[config.mk]
export PLATFORM = sky130hd
export DESIGN_NAME = iot_riscv_trap_flat
export DESIGN_NICKNAME = d
export VERILOG_FILES = /design/src/rtl/iot_riscv_trap_if.sv /design/src/rtl/iot_riscv_trap.sv /design/src/flat_wrapper.sv
export SDC_FILE = /design/constraint.sdc
export NUM_CORES = 1
export LEC_CHECK = 0
export ABC_AREA = 1
export BUFFER_PORTS_ARGS = -buffer_cell sky130_fd_sc_hd__buf_2
export CAP_MARGIN = 5
export CORE_MARGIN = 4
export CORE_UTILIZATION = 48
export DETAILED_ROUTE_END_ITERATION = 8
export PLACE_DENSITY = 0.88
export SLEW_MARGIN = 20
export SYNTH_ARGS = -nofsm -noshare
export SYNTH_HDL_FRONTEND = slang
export SYNTH_SLANG_ARGS = --single-unit
[constraint.sdc]
create_clock -name main_clk_i -period 3.6 [get_ports main_clk_i]
set_clock_uncertainty 0.1 [all_clocks]
set_input_delay 0.72 -clock main_clk_i [delete_from_list [all_inputs] [get_ports main_clk_i]]
set_output_delay 0.72 -clock main_clk_i [all_outputs]
set_load 0.05 [all_outputs]
[src/rtl/iot_riscv_trap_if.sv]
// ID/LSU/CSR/fetch signal bundle for the machine-mode trap sequencer.
// master drives the core-side inputs, slave is the sequencer itself.
interface iot_riscv_trap_if #(
    parameter int pc_size_p = 32
);
    logic                 id_valid_i;
    logic [pc_size_p-1:0] id_pc_i;
    logic                 ecall_i;
    logic                 ebreak_i;
    logic                 illegal_i;
    logic                 mret_i;
    logic                 irq_i;
    logic                 lsu_busy_i;
    logic [11:0]          ex_csr_addr_i;
    logic                 ex_csr_we_i;
    logic [31:0]          ex_alu_res_i;
    logic [31:0]          mtvec_i;
    logic [31:0]          mepc_i;
    logic                 redirect_ready_i;
    logic                 trap_flush_o;
    logic                 redirect_valid_o;
    logic [31:0]          redirect_pc_o;
    logic                 mepc_we_o;
    logic [31:0]          mepc_wdata_o;
    logic                 busy_o;
    logic [31:0]          csr_rd_value_o;

    modport master (
        output id_valid_i, id_pc_i, ecall_i, ebreak_i, illegal_i, mret_i, irq_i,
               lsu_busy_i, ex_csr_addr_i, ex_csr_we_i, ex_alu_res_i, mtvec_i,
               mepc_i, redirect_ready_i,
        input  trap_flush_o, redirect_valid_o, redirect_pc_o, mepc_we_o,
               mepc_wdata_o, busy_o, csr_rd_value_o
    );

    modport slave (
        input  id_valid_i, id_pc_i, ecall_i, ebreak_i, illegal_i, mret_i, irq_i,
               lsu_busy_i, ex_csr_addr_i, ex_csr_we_i, ex_alu_res_i, mtvec_i,
               mepc_i, redirect_ready_i,
        output trap_flush_o, redirect_valid_o, redirect_pc_o, mepc_we_o,
               mepc_wdata_o, busy_o, csr_rd_value_o
    );
endinterface

[src/rtl/iot_riscv_trap.sv]
// Machine-mode trap/mret sequencer: IDLE -> DRAIN -> COMMIT -> REDIRECT, 3 cycles event to redirect.
// DRAIN waits on lsu_busy_i; REDIRECT holds valid/pc until fetch asserts redirect_ready_i.
module iot_riscv_trap #(
    parameter int pc_size_p = 32
) (
    input logic             main_clk_i,
    input logic             main_rst_i,
    iot_riscv_trap_if.slave bus
);
    typedef enum logic [1:0] {
        IDLE     = 2'd0,
        DRAIN    = 2'd1,
        COMMIT   = 2'd2,
        REDIRECT = 2'd3
    } state_t;

    localparam logic [11:0] csr_mstatus_c = 12'h300;
    localparam logic [11:0] csr_mie_c     = 12'h304;
    localparam logic [11:0] csr_mcause_c  = 12'h342;
    localparam logic [31:0] cause_irq_c   = 32'h8000_000B;
    localparam logic [31:0] cause_ill_c   = 32'd2;
    localparam logic [31:0] cause_brk_c   = 32'd3;
    localparam logic [31:0] cause_ecall_c = 32'd11;

    state_t               state_q, state_d;
    logic                 mie_q, mpie_q, meie_q;
    logic [31:0]          mcause_q;
    logic [31:0]          cap_cause_q;
    logic [31:0]          cap_pc_q;
    logic                 cap_mret_q;

    logic [pc_size_p-1:0] id_pc;
    logic [31:0]          pc_ext;
    logic                 irq_take;
    logic                 trap_ev;
    logic                 mret_ev;
    logic [31:0]          ev_cause;

    logic                 trap_flush;
    logic                 redirect_valid;
    logic [31:0]          redirect_pc;
    logic                 mepc_we;
    logic [31:0]          mepc_wdata;
    logic [31:0]          csr_rd_value;
    logic                 unused_low_bits;

    assign id_pc  = bus.id_pc_i;
    assign pc_ext = 32'(id_pc);

    // Targets are word aligned; the low bits of mtvec/mepc never reach fetch.
    assign unused_low_bits = ^{bus.mtvec_i[1:0], bus.mepc_i[1:0]};

    always_comb begin
        irq_take = bus.irq_i & mie_q & meie_q;
        trap_ev  = 1'b1;
        ev_cause = 32'd0;
        if (irq_take) begin
            ev_cause = cause_irq_c;
        end else if (bus.id_valid_i && bus.illegal_i) begin
            ev_cause = cause_ill_c;
        end else if (bus.id_valid_i && bus.ebreak_i) begin
            ev_cause = cause_brk_c;
        end else if (bus.id_valid_i && bus.ecall_i) begin
            ev_cause = cause_ecall_c;
        end else begin
            trap_ev = 1'b0;
        end
        mret_ev = ~trap_ev & bus.id_valid_i & bus.mret_i;
    end

    always_ff @(posedge main_clk_i or posedge main_rst_i) begin
        if (main_rst_i) begin
            state_q     <= IDLE;
            cap_cause_q <= 32'd0;
            cap_pc_q    <= 32'd0;
            cap_mret_q  <= 1'b0;
        end else begin
            state_q <= state_d;
            if (state_q == IDLE && (trap_ev || mret_ev)) begin
                cap_cause_q <= ev_cause;
                cap_pc_q    <= pc_ext;
                cap_mret_q  <= mret_ev;
            end
        end
    end

    always_comb begin
        state_d        = state_q;
        trap_flush     = 1'b0;
        redirect_valid = 1'b0;
        redirect_pc    = 32'd0;
        mepc_we        = 1'b0;
        mepc_wdata     = 32'd0;
        case (state_q)
            IDLE: begin
                if (trap_ev || mret_ev) state_d = DRAIN;
            end
            DRAIN: begin
                trap_flush = 1'b1;
                if (!bus.lsu_busy_i) state_d = COMMIT;
            end
            COMMIT: begin
                trap_flush = 1'b1;
                mepc_we    = ~cap_mret_q;
                mepc_wdata = cap_mret_q ? 32'd0 : cap_pc_q;
                state_d    = REDIRECT;
            end
            REDIRECT: begin
                trap_flush     = 1'b1;
                redirect_valid = 1'b1;
                redirect_pc    = cap_mret_q ? {bus.mepc_i[31:2], 2'b00}
                                            : {bus.mtvec_i[31:2], 2'b00};
                if (bus.redirect_ready_i) state_d = IDLE;
            end
            default: state_d = IDLE;
        endcase
    end

    // The COMMIT-cycle architectural update takes precedence over any EX CSR write.
    always_ff @(posedge main_clk_i or posedge main_rst_i) begin
        if (main_rst_i) begin
            mie_q    <= 1'b0;
            mpie_q   <= 1'b0;
            meie_q   <= 1'b0;
            mcause_q <= 32'd0;
        end else if (state_q == COMMIT) begin
            if (cap_mret_q) begin
                mie_q  <= mpie_q;
                mpie_q <= 1'b1;
            end else begin
                mcause_q <= cap_cause_q;
                mpie_q   <= mie_q;
                mie_q    <= 1'b0;
            end
        end else if (bus.ex_csr_we_i) begin
            case (bus.ex_csr_addr_i)
                csr_mstatus_c: begin
                    mie_q  <= bus.ex_alu_res_i[3];
                    mpie_q <= bus.ex_alu_res_i[7];
                end
                csr_mie_c:    meie_q   <= bus.ex_alu_res_i[11];
                csr_mcause_c: mcause_q <= bus.ex_alu_res_i;
                default: ;
            endcase
        end
    end

    always_comb begin
        csr_rd_value = 32'd0;
        case (bus.ex_csr_addr_i)
            csr_mstatus_c: begin
                csr_rd_value[3]     = mie_q;
                csr_rd_value[7]     = mpie_q;
                csr_rd_value[12:11] = 2'b11;
            end
            csr_mie_c:    csr_rd_value[11] = meie_q;
            csr_mcause_c: csr_rd_value     = mcause_q;
            default: ;
        endcase
    end

    assign bus.trap_flush_o     = trap_flush;
    assign bus.redirect_valid_o = redirect_valid;
    assign bus.redirect_pc_o    = redirect_pc;
    assign bus.mepc_we_o        = mepc_we;
    assign bus.mepc_wdata_o     = mepc_wdata;
    assign bus.busy_o           = (state_q != IDLE);
    assign bus.csr_rd_value_o   = csr_rd_value;
endmodule

[src/flat_wrapper.sv]
// flat-port wrapper written by rule: the top's interface ports become plain ports
module iot_riscv_trap_flat 
#(
    parameter int pc_size_p = 32
)
  (main_clk_i, main_rst_i, bus_id_valid_i, bus_id_pc_i, bus_ecall_i, bus_ebreak_i, bus_illegal_i, bus_mret_i, bus_irq_i, bus_lsu_busy_i, bus_ex_csr_addr_i, bus_ex_csr_we_i, bus_ex_alu_res_i, bus_mtvec_i, bus_mepc_i, bus_redirect_ready_i, bus_trap_flush_o, bus_redirect_valid_o, bus_redirect_pc_o, bus_mepc_we_o, bus_mepc_wdata_o, bus_busy_o, bus_csr_rd_value_o);
  iot_riscv_trap_if #(.pc_size_p(pc_size_p)) bus_i ();
  input logic main_clk_i;
  input logic main_rst_i;
  input wire logic [$bits(bus_i.id_valid_i)-1:0] bus_id_valid_i;
  input wire logic [$bits(bus_i.id_pc_i)-1:0] bus_id_pc_i;
  input wire logic [$bits(bus_i.ecall_i)-1:0] bus_ecall_i;
  input wire logic [$bits(bus_i.ebreak_i)-1:0] bus_ebreak_i;
  input wire logic [$bits(bus_i.illegal_i)-1:0] bus_illegal_i;
  input wire logic [$bits(bus_i.mret_i)-1:0] bus_mret_i;
  input wire logic [$bits(bus_i.irq_i)-1:0] bus_irq_i;
  input wire logic [$bits(bus_i.lsu_busy_i)-1:0] bus_lsu_busy_i;
  input wire logic [$bits(bus_i.ex_csr_addr_i)-1:0] bus_ex_csr_addr_i;
  input wire logic [$bits(bus_i.ex_csr_we_i)-1:0] bus_ex_csr_we_i;
  input wire logic [$bits(bus_i.ex_alu_res_i)-1:0] bus_ex_alu_res_i;
  input wire logic [$bits(bus_i.mtvec_i)-1:0] bus_mtvec_i;
  input wire logic [$bits(bus_i.mepc_i)-1:0] bus_mepc_i;
  input wire logic [$bits(bus_i.redirect_ready_i)-1:0] bus_redirect_ready_i;
  output wire logic [$bits(bus_i.trap_flush_o)-1:0] bus_trap_flush_o;
  output wire logic [$bits(bus_i.redirect_valid_o)-1:0] bus_redirect_valid_o;
  output wire logic [$bits(bus_i.redirect_pc_o)-1:0] bus_redirect_pc_o;
  output wire logic [$bits(bus_i.mepc_we_o)-1:0] bus_mepc_we_o;
  output wire logic [$bits(bus_i.mepc_wdata_o)-1:0] bus_mepc_wdata_o;
  output wire logic [$bits(bus_i.busy_o)-1:0] bus_busy_o;
  output wire logic [$bits(bus_i.csr_rd_value_o)-1:0] bus_csr_rd_value_o;
  assign bus_i.id_valid_i = bus_id_valid_i;
  assign bus_i.id_pc_i = bus_id_pc_i;
  assign bus_i.ecall_i = bus_ecall_i;
  assign bus_i.ebreak_i = bus_ebreak_i;
  assign bus_i.illegal_i = bus_illegal_i;
  assign bus_i.mret_i = bus_mret_i;
  assign bus_i.irq_i = bus_irq_i;
  assign bus_i.lsu_busy_i = bus_lsu_busy_i;
  assign bus_i.ex_csr_addr_i = bus_ex_csr_addr_i;
  assign bus_i.ex_csr_we_i = bus_ex_csr_we_i;
  assign bus_i.ex_alu_res_i = bus_ex_alu_res_i;
  assign bus_i.mtvec_i = bus_mtvec_i;
  assign bus_i.mepc_i = bus_mepc_i;
  assign bus_i.redirect_ready_i = bus_redirect_ready_i;
  assign bus_trap_flush_o = bus_i.trap_flush_o;
  assign bus_redirect_valid_o = bus_i.redirect_valid_o;
  assign bus_redirect_pc_o = bus_i.redirect_pc_o;
  assign bus_mepc_we_o = bus_i.mepc_we_o;
  assign bus_mepc_wdata_o = bus_i.mepc_wdata_o;
  assign bus_busy_o = bus_i.busy_o;
  assign bus_csr_rd_value_o = bus_i.csr_rd_value_o;
  iot_riscv_trap #(.pc_size_p(pc_size_p)) u_core (.main_clk_i(main_clk_i), .main_rst_i(main_rst_i), .bus(bus_i));
endmodule
==> results.toml <==
[critical_path]
worstSetupPathType = "flop to output port"
cp.arrival_ns = 2.22
crit_chain = "inv_1, ha_1, inv_2, nor2_1, buf_2"
cp_slowest_cell = "dfrtp_1"
required_ns = 2.78
critPathMaxStageDelay_ns = 0.42
cp-start-kind = "flop"
crit_path_end_kind = "output port"
r2r_setup_slack_ns = 1.10
crit_fanout = 39

[power_and_ir_drop]
power.leakage_uw = 0.00347
ir_worst_vdd_mv = 0.616
powerDensity_nw_per_um2 = 720
power_uw = 4180

[timing]
setup_ws_ns = 0.561
relSlewSlack_pct = 49.1
setup_viol = 0
maxSlewViolCount = 0
holdWs_ns = 0.375
rsz0062_at_grt = "false"
fin_crit_ns = 3.04
clock.fmax_mhz = 329
tns_ns = 0
worst_pin_slew_ns = 0.763
fin_crit_sh_pct = 84.4
final-hold-violation-count = 0

[yosys]
synthFlopType = "dfrtp_1"
yosysSeqAreaShare_pct = 41.8
syn_area_per_cell_um2 = 6.92
synth_edf_count = 0
synthTopCellsByArea = "dfrtp_1, nand2_1, nor2_1"
syn_area_um2 = 4430
syn_inst = 640
yosysUniqueCellTypes = 28
synth_seq_cells = 74
ys_async_sr_fraction_pct = 100
yosysTopAreaCellShare_pct = 41.8
yosysTopAreaCell = "dfrtp_1"
synth-warning-count = 0

[clocking]
htreeDepth = 3
tritoncts.num_buffers = 9
hold_buffers = 0
path_clk_slew_ns = 0.08
ctsResizeCount = 0
post_cts_buffers = 0
cts-root-buf = "clkbuf_8"
cts_sinks = 74
cts_tree = "built"
clkLatencyLatePin_ns = 0.34
clockBufferDepth = 2

[drt]
dr.pass1.iters = 5
vias = 4742
vias_per_cell = 4.86
wl_per_cell_um = 13.0
ant_nets = 0
drt-total-wl_um = 12700
drtIter0Drc = 210
drc = 0

[placement]
hpwlAfterDp_um = 9370
pre_cts_slack_ns = 0.713
portBuffers = 244
gp_congestion = 0.851

[floorplan]
start_util_pct = 50.0
ioPinCount = 251
coreArea_um2 = 8850
fp-row-count = 34
die_w_um = 104
dieArea_um2 = 10800
chipHeight_um = 104

[finish]
final_common_cell = "buf_2"
syn_to_final_growth_pct = 31.2
diodes = 0
layout-drive-gt1-share_pct = 33.8
num-nets-final = 1019
layout_common_cells = "buf_2, nand2_1, nor2_1"

[global_route]
grt_pass1_wl_um = 21000
grt.total_usage_pct = 23.2
grt_pass1_vias = 4405
grt_antenna_before_repair = 0
grt_max_degree = 45
grt.overflow.total = 0

[min_path]
hold_path_class = "input port to asynchronous set/reset pin"

[outcome]
status = "finished clean"

[flow_run]
cap_viol_max_count = 0
-- metal layers --
metal | vias to the layer above | global-route usage (%) | wire length (um)
li1 | 2412 | - | -
met1 | 2120 | 31.4 | 5530
met2 | 201 | 37.6 | 6040
met3 | 9 | 6.02 | 1050
met4 | 0 | 5.03 | 95
met5 | - | 0 | 0
-- critical path, delay by kind of cell (launching register included) --
kind	cells	cell delay [ns]
flip-flops	1	0.42
AND/OR/NAND/NOR	1	0.25
buffers and inverters	3	0.78
adder cells (fa/ha/maj)	1	0.40
-- area by class of cell --
cell class / count / area [um^2]
Fill cell: 824 / 3040
Clock inverter: 7 / 100
Multi-Input combinational cell: 475 / 2120
Sequential cell: 74 / 1850
Tap cell: 108 / 135
Timing Repair Buffer: 253 / 1290
Clock buffer: 9 / 124
Inverter: 50 / 194
-- cells in the mapped netlist, types with 3 or more instances --
| cell | count |
|---|---|
| o21ai_0 | 33 |
| dfrtp_1 | 74 |
| nor2_1 | 118 |
| nand3_1 | 79 |
| buf_2 | 15 |
| nor2_4 | 12 |
| clkbuf_1 | 13 |
| ha_1 | 5 |
| inv_1 | 46 |
| buf_4 | 3 |
| nand2_1 | 210 |
| inv_2 | 3 |
| buf_6 | 11 |
-- registers in the layout, summed over array words and instances (netlist names) --
register,flops
u_core.cap_cause_q,4
u_core.mie_q,1
u_core.mpie_q,1
u_core.meie_q,1
u_core.cap_mret_q,1
u_core.mcause_q,32
u_core.cap_pc_q,32
u_core.state_q,2
-- metrics by stage --
stage          util [%]  instances  cell area (um^2)
6_report           65.7        976              5810
5_1_grt            65.7        976              5810
4_1_cts            65.7        976              5810
3_5_place_dp       63.1        960              5590
3_3_place_gp       63.1        960              5590
2_1_floorplan         -        641              4430
-- power breakdown --
group	switching, uW	internal (uW)	total, uW
clock network	330	396	726
logic	1690	557	2250
registers	139	1070	1210
-- final timing paths --
kind,from,cells after the start,to
worst max-delay path,u_core.state_q[0],5,bus_mepc_wdata_o[0]
worst min-delay path,main_rst_i,2,u_core.cap_pc_q[27]
worst max register to register,u_core.state_q[0],8,u_core.mcause_q[1]
worst min register to register,u_core.mcause_q[28],2,u_core.mcause_q[28]
max in group asynchronous,main_rst_i,3,u_core.mcause_q[25]
min in group main_clk_i,u_core.mcause_q[28],2,u_core.mcause_q[28]
-- cells by family (layout without fill, tap and decap cells) --
kind of cell    Yosys count  in the layout  share of synthesized area (%)
simple gates            428            428                           41.4
fa+ha+maj                 5              5                           1.41
other cells               1              2                         0.0847
flops                    74             74                           41.8
compound gates           40             40                           4.78
buf+inv                  92            319                           10.5
No activity file was read; power rests on OpenSTA's default activity.
